===== config.mk =====
export PLATFORM = sky130hd
export DESIGN_NAME = ecg_sample_framer_flat
export DESIGN_NICKNAME = d
export VERILOG_FILES = /design/src/rtl/ecg_sample_framer_if.sv /design/src/rtl/ecg_sample_framer.sv /design/src/flat_wrapper.sv
export SDC_FILE = /design/constraint.sdc
export NUM_CORES = 1
export LEC_CHECK = 0
export CORE_MARGIN = 3
export CORE_UTILIZATION = 60
export CTS_CLUSTER_SIZE = 12
export DETAILED_ROUTE_END_ITERATION = 12
export GPL_TIMING_DRIVEN = 0
export PLACE_DENSITY = 0.81
export SLEW_MARGIN = 0
export SYNTH_ARGS = -nofsm -noshare
export SYNTH_HDL_FRONTEND = slang
export SYNTH_SLANG_ARGS = --single-unit

===== constraint.sdc =====
create_clock -name Clk -period 5.1 [get_ports Clk]
set_input_delay 1.02 -clock Clk [delete_from_list [all_inputs] [get_ports Clk]]
set_output_delay 1.02 -clock Clk [all_outputs]
set_load 0.005 [all_outputs]

===== src/rtl/ecg_sample_framer_if.sv =====
`default_nettype none
// ============================================================================
//  Module      : ecg_sample_framer_if
//  Description : Bundles the framer's byte-input, sample-output and status
//                signals.
//                master : framer side. It takes in the UART bytes and the
//                         downstream ready, and drives samples and status.
//                slave  : environment side. It drives the UART bytes and
//                         sample_ready.
//  Signals     : rx_data[7:0], rx_ready, sample_data[15:0], sample_valid,
//                sample_ready, fifo_level[$clog2(FIFO_DEPTH):0], overflow,
//                frame_err
//  Revision    : 1.0 - initial release
// ============================================================================
interface ecg_sample_framer_if #(
    parameter int FIFO_DEPTH = 8
);
    logic [7:0]                    rx_data;
    logic                          rx_ready;
    logic [15:0]                   sample_data;
    logic                          sample_valid;
    logic                          sample_ready;
    logic [$clog2(FIFO_DEPTH):0]   fifo_level;
    logic                          overflow;
    logic                          frame_err;

    modport master (
        input  rx_data, rx_ready, sample_ready,
        output sample_data, sample_valid, fifo_level, overflow, frame_err
    );

    modport slave (
        output rx_data, rx_ready, sample_ready,
        input  sample_data, sample_valid, fifo_level, overflow, frame_err
    );
endinterface
`default_nettype wire


===== src/rtl/ecg_sample_framer.sv =====
`default_nettype none
// ============================================================================
//  Module      : ecg_sample_framer
//  Description : Turns the UART byte stream into framed 16-bit signed ECG
//                samples.
//                Frame layout: SYNC_BYTE, sample[15:8], sample[7:0].
//                With checksum enabled, a fourth check byte follows.
//                Completed samples go into a show-ahead FIFO. The filter
//                reads them over a valid/ready handshake.
//  Ports       : Clk, Rst       - clock, synchronous active-high reset
//                bus (master)   - rx_data/rx_ready in; sample_data,
//                                 sample_valid, fifo_level, overflow,
//                                 frame_err out; sample_ready in
//  Options     : FRAMER_CHECKSUM_EN - when defined, enables the 4th byte
//                (hi ^ lo ^ SYNC_BYTE). A mismatch drops the sample and
//                pulses frame_err.
//  Revision    : 1.0 - initial release
// ============================================================================
module ecg_sample_framer #(
    parameter logic [7:0] SYNC_BYTE      = 8'hA5,
    parameter int         FIFO_DEPTH     = 8,
    parameter int         TIMEOUT_CYCLES = 20000
) (
    input  wire logic           Clk,
    input  wire logic           Rst,
    ecg_sample_framer_if.master bus
);
    localparam int c_AW = $clog2(FIFO_DEPTH);
    localparam int c_LW = c_AW + 1;
    localparam int c_TW = (TIMEOUT_CYCLES > 1) ? $clog2(TIMEOUT_CYCLES + 1) : 1;

    typedef enum logic [1:0] {S_HUNT, S_MSB, S_LSB, S_CHK} state_t;

    state_t                r_state;
    logic [c_TW-1:0]       r_tmo_cnt;
    logic [7:0]            r_hi;
`ifdef FRAMER_CHECKSUM_EN
    logic [7:0]            r_lo;
`endif
    logic                  r_frame_err;
    logic                  r_overflow;
    logic [15:0]           r_mem [FIFO_DEPTH];
    logic [c_AW-1:0]       r_wr_ptr;
    logic [c_AW-1:0]       r_rd_ptr;
    logic [c_LW-1:0]       r_level;

    state_t                w_state_eff;
    logic                  w_timeout;
    logic                  w_push;
    logic                  w_chk_bad;
    logic [15:0]           w_push_data;
    logic                  w_pop;
    logic                  w_full;
    logic                  w_push_ok;

    // A timeout behaves as if the FSM were already back in HUNT this cycle.
    // So a byte that arrives in the same cycle is treated as a hunt byte.
    always_comb begin
        w_timeout   = 1'b0;
        w_push      = 1'b0;
        w_chk_bad   = 1'b0;
        w_push_data = {r_hi, bus.rx_data};
        if (TIMEOUT_CYCLES != 0 && r_state != S_HUNT &&
            r_tmo_cnt == c_TW'(TIMEOUT_CYCLES)) begin
            w_timeout = 1'b1;
        end
        w_state_eff = w_timeout ? S_HUNT : r_state;
        if (bus.rx_ready) begin
`ifdef FRAMER_CHECKSUM_EN
            w_push_data = {r_hi, r_lo};
            if (w_state_eff == S_CHK) begin
                if (bus.rx_data == (r_hi ^ r_lo ^ SYNC_BYTE)) begin
                    w_push = 1'b1;
                end else begin
                    w_chk_bad = 1'b1;
                end
            end
`else
            if (w_state_eff == S_LSB) begin
                w_push = 1'b1;
            end
`endif
        end
    end

    // Frame FSM and inter-byte timeout counter
    always_ff @(posedge Clk) begin
        if (Rst) begin
            r_state     <= S_HUNT;
            r_tmo_cnt   <= '0;
            r_hi        <= '0;
`ifdef FRAMER_CHECKSUM_EN
            r_lo        <= '0;
`endif
            r_frame_err <= 1'b0;
        end else begin
            r_frame_err <= w_timeout | w_chk_bad;
            if (bus.rx_ready || w_state_eff == S_HUNT) begin
                r_tmo_cnt <= '0;
            end else if (TIMEOUT_CYCLES != 0) begin
                r_tmo_cnt <= r_tmo_cnt + c_TW'(1);
            end
            r_state <= w_state_eff;
            if (bus.rx_ready) begin
                case (w_state_eff)
                    S_HUNT: begin
                        if (bus.rx_data == SYNC_BYTE) begin
                            r_state <= S_MSB;
                        end
                    end
                    S_MSB: begin
                        r_hi    <= bus.rx_data;
                        r_state <= S_LSB;
                    end
                    S_LSB: begin
`ifdef FRAMER_CHECKSUM_EN
                        r_lo    <= bus.rx_data;
                        r_state <= S_CHK;
`else
                        r_state <= S_HUNT;
`endif
                    end
                    default: r_state <= S_HUNT;
                endcase
            end
        end
    end

    // Show-ahead sample FIFO. A pop frees a slot in the same cycle, so a
    // push into a full FIFO succeeds when a pop happens alongside it.
    assign w_pop     = (r_level != '0) && bus.sample_ready;
    assign w_full    = (r_level == c_LW'(FIFO_DEPTH));
    assign w_push_ok = w_push && (!w_full || w_pop);

    always_ff @(posedge Clk) begin
        if (w_push_ok) begin
            r_mem[r_wr_ptr] <= w_push_data;
        end
    end

    always_ff @(posedge Clk) begin
        if (Rst) begin
            r_wr_ptr   <= '0;
            r_rd_ptr   <= '0;
            r_level    <= '0;
            r_overflow <= 1'b0;
        end else begin
            if (w_push_ok) begin
                r_wr_ptr <= r_wr_ptr + c_AW'(1);
            end
            if (w_pop) begin
                r_rd_ptr <= r_rd_ptr + c_AW'(1);
            end
            case ({w_push_ok, w_pop})
                2'b10:   r_level <= r_level + c_LW'(1);
                2'b01:   r_level <= r_level - c_LW'(1);
                default: r_level <= r_level;
            endcase
            if (w_push && !w_push_ok) begin
                r_overflow <= 1'b1;
            end
        end
    end

    // The output is forced to zero when the FIFO is empty, so that stale
    // RAM contents never appear on sample_data.
    assign bus.sample_data  = (r_level != '0) ? r_mem[r_rd_ptr] : 16'h0000;
    assign bus.sample_valid = (r_level != '0);
    assign bus.fifo_level   = r_level;
    assign bus.overflow     = r_overflow;
    assign bus.frame_err    = r_frame_err;

endmodule
`default_nettype wire


===== src/flat_wrapper.sv =====
// flat-port wrapper written by rule: the top's interface ports become plain ports
module ecg_sample_framer_flat 
#(
    parameter logic [7:0] SYNC_BYTE      = 8'hA5,
    parameter int         FIFO_DEPTH     = 8,
    parameter int         TIMEOUT_CYCLES = 20000
)
  (Clk, Rst, bus_rx_data, bus_rx_ready, bus_sample_ready, bus_sample_data, bus_sample_valid, bus_fifo_level, bus_overflow, bus_frame_err);
  ecg_sample_framer_if #(.FIFO_DEPTH(FIFO_DEPTH)) bus_i ();
  input  wire logic Clk;
  input  wire logic Rst;
  input wire logic [$bits(bus_i.rx_data)-1:0] bus_rx_data;
  input wire logic [$bits(bus_i.rx_ready)-1:0] bus_rx_ready;
  input wire logic [$bits(bus_i.sample_ready)-1:0] bus_sample_ready;
  output wire logic [$bits(bus_i.sample_data)-1:0] bus_sample_data;
  output wire logic [$bits(bus_i.sample_valid)-1:0] bus_sample_valid;
  output wire logic [$bits(bus_i.fifo_level)-1:0] bus_fifo_level;
  output wire logic [$bits(bus_i.overflow)-1:0] bus_overflow;
  output wire logic [$bits(bus_i.frame_err)-1:0] bus_frame_err;
  assign bus_i.rx_data = bus_rx_data;
  assign bus_i.rx_ready = bus_rx_ready;
  assign bus_i.sample_ready = bus_sample_ready;
  assign bus_sample_data = bus_i.sample_data;
  assign bus_sample_valid = bus_i.sample_valid;
  assign bus_fifo_level = bus_i.fifo_level;
  assign bus_overflow = bus_i.overflow;
  assign bus_frame_err = bus_i.frame_err;
  ecg_sample_framer #(.SYNC_BYTE(SYNC_BYTE), .FIFO_DEPTH(FIFO_DEPTH), .TIMEOUT_CYCLES(TIMEOUT_CYCLES)) u_core (.Clk(Clk), .Rst(Rst), .bus(bus_i));
endmodule

==> impl_metrics.tcl <==
set metrics [dict create \
    num_io_pins 35 \
    hp-class "reg2reg" \
    hp-start "u_core.r_tmo_cnt[0]" \
    area_growth_pct 18.3 \
    setup-tns-final_ns 0 \
    gp_congestion 0.778 \
    rows 37 \
    clock_insertion_delay_worst_skew_ns 0.54 \
    cts_hold_buffers 0 \
    netlist_area_um2 6660 \
    post_cts_buffers 0 \
    ir_worst_vdd_mv 0.355 \
    hold_end "u_core.r_tmo_cnt[0]" \
    place_area_um2 7320 \
    hold_slack_ns 0.478 \
    nets 487 \
    synthCells 406 \
    critPathKind "reg2out" \
    hold_violations 0 \
    end_kind "output pin" \
    yosysTopAreaCell "edfxtp_1" \
    ant_nets 0 \
    num_vias 3741 \
    r2r-start "u_core.bus.fifo_level[0]" \
    final_common_cell "edfxtp_1" \
    clk_transition_reported_paths_ns 0.06 \
    ys_ff_latch 168 \
    synth.avg_cell_area_um2 16.4 \
    fmax_ghz 0.253 \
    tightestPinTransition_ns 0.983 \
    nFillCells 639 \
    cts_tree "built" \
    hold_path_depth 1 \
    htree_levels 4 \
    syn_nets 425 \
    reg2reg_slack_ns 2.21 \
    cp_max_fo 10 \
    cts-root-buf "clkbuf_8" \
    numCtsBuffers 17 \
    power_mw 3.56 \
    wl_per_cell_um 21.7 \
    netlist.area_leader.share 0.578 \
    vias_per_cell 6.06 \
    core_um2 10600 \
    antenna_found_initial 0 \
    grt_pass1_vias 3972 \
    grt_use_total 0.233 \
    cts_resized 0 \
    power.leakage_nw 2.39 \
    yosysWarnings 0 \
    grt.overflow.total 0 \
    n_antenna_cell 0 \
    io_buffers 33 \
    postLayoutCoreUtil 0.746 \
    hpwl_um 8740 \
    grt_max_degree 17 \
    finalCritPeriodShare 0.774 \
    slew_viol_final 0 \
    seq_area_frac_synth 0.698 \
    r2r_cells 9 \
    layout-drive-gt1-share 0.189 \
    final_cell_mix "edfxtp_1 (128), nor2_1 (54), dfxtp_1 (40)" \
    cap_violations 0 \
    crit_path_start_kind "flip-flop" \
    drcViolationCount 0 \
    rsz0062_at_grt "no" \
    fin_crit_ns 3.95 \
    dr.pass1.iters 5 \
    power-per-cell-area_nw_per_um2 452 \
    worstPathRequired_ns 4.08 \
    wirelength_um 13400 \
    clk_path_buf_depth 2 \
    r2r-end "u_core.bus.fifo_level[3]" \
    fin_area_um2 7870 \
    setup_viol 0 \
    cp.arrival_ns 2.93 \
    cts_sinks 168 \
    timing.slew.headroom 0.339 \
    skew_ns 0.00946 \
    status "finished, final reports clean" \
    start_util 0.631 \
    die_area_um2 12400 \
    grt_first_pass_wirelength_um 21500 \
    die_x_um 111 \
    synthTopCellsByArea "edfxtp_1 (58%), dfxtp_1 (12%), mux4_2 (11%)" \
    die_h_um 111 \
    drt_iter0_markers 259 \
    yosysUniqueCellTypes 41 \
]
## layer usage
layer | track usage | wire, um
met1 | 0.301 | 5390
met2 | 0.374 | 6820
met3 | 0.0677 | 792
met4 | 0.102 | 375
met5 | 0 | 0
## synthesized netlist by cell type (all sizes together)
library cell and instances:
mux2 1, mux2i 25, clkbuf 9, a21oi 5, nand3 10, nand2 14, o211a 1, and4b 1
ha 6, fa 1, and3 2, and2 1, nor2 58, nor3 9, nand3b 4, nor4b 2
dfxtp 40, buf 7, mux4 32, a21o 1, nand4 4, a211oi 2, nor2b 1, nand2b 3
edfxtp 128, xor2 11, and4 1, nor3b 1, inv 9, or4 1, a41oi 1, o21ai 4
xnor2 7, a31oi 1, nor4 3
## flip-flops by register name, indices dropped and copies added, names as in the netlist, named ones only
| name | flops |
|---|---|
| u_core.r_state | 2 |
| u_core.bus.overflow | 1 |
| u_core.bus.frame_err | 1 |
| u_core.r_tmo_cnt | 15 |
| u_core.r_hi | 8 |
| u_core.bus.fifo_level | 4 |
| u_core.r_mem | 128 |
| u_core.r_rd_ptr | 3 |
| u_core.r_wr_ptr | 3 |
## worst max-delay path, stage by stage (launching register included)
cell and delay (ns):
dfxtp_1 0.31, buf_1 0.45, clkbuf_1 0.75, mux2i_1 0.17, nor2_1 0.18, clkdlybuf4s50_1 0.53
## final cells by class
| cell class | count | area (um2) | share of cell area |
|---|---|---|---|
| repair buffers | 43 | 462 | 0.0586 |
| clock buffers | 20 | 435 | 0.0553 |
| multi-input cells | 213 | 1920 | 0.244 |
| well taps | 136 | 170 | 0.0216 |
| plain buffers | 16 | 90.1 | 0.0114 |
| clock inverters | 12 | 116 | 0.0148 |
| flip-flops and latches | 168 | 4640 | 0.590 |
| inverters | 9 | 33.8 | 0.00429 |
## worst max-delay path by stage
| stage | startpoint | endpoint | slack [ns] | depth (start not counted) |
|---|---|---|---|---|
| after floorplan | bus_rx_ready | u_core.r_mem[0][0] | 1.52 | 4 |
| after global placement | bus_rx_ready | u_core.r_mem[0][6] | -0.62 | 5 |
| after detailed placement | bus_rx_ready | u_core.r_mem[0][6] | 1.29 | 7 |
| after CTS | flip-flop | bus_sample_data[4] | 1.14 | 6 |
| after global routing | flip-flop | bus_sample_data[7] | 0.99 | 5 |
| final | flip-flop | bus_sample_data[7] | 1.15 | 5 |
## cell families (layout without fill, tap and decap cells)
| logic type | after synthesis | count (layout) | synth area share |
|---|---|---|---|
| xor gates and xnor gates | 18 | 18 | 0.0237 |
| AOI/OAI and AO/OA | 15 | 15 | 0.0145 |
| muxes | 58 | 58 | 0.148 |
| and+or+nand+nor | 115 | 115 | 0.0835 |
| DFF | 168 | 168 | 0.698 |
| buffers and inverters | 25 | 100 | 0.0186 |
| adders and majority gates | 7 | 7 | 0.0143 |
## stage by stage
| step | setup slack [ns] | std cells |
|---|---|---|
| floorplan | 1.52 | 406 |
| global placement | -0.619 | 575 |
| detailed placement | 1.29 | 585 |
| CTS | 1.14 | 617 |
| global route | 0.992 | 617 |
| finish | 1.15 | 617 |
## power breakdown
| group | switching (mW) | internal, mW | total [mW] | leakage [nW] |
|---|---|---|---|---|
| Combinational | 0.380 | 0.469 | 0.848 | 0.761 |
| Sequential | 0.0335 | 1.48 | 1.52 | 1.38 |
| Clock | 0.524 | 0.666 | 1.19 | 0.255 |
| Total | 0.937 | 2.62 | 3.56 | 2.39 |
(Power assumes the default switching activity.)
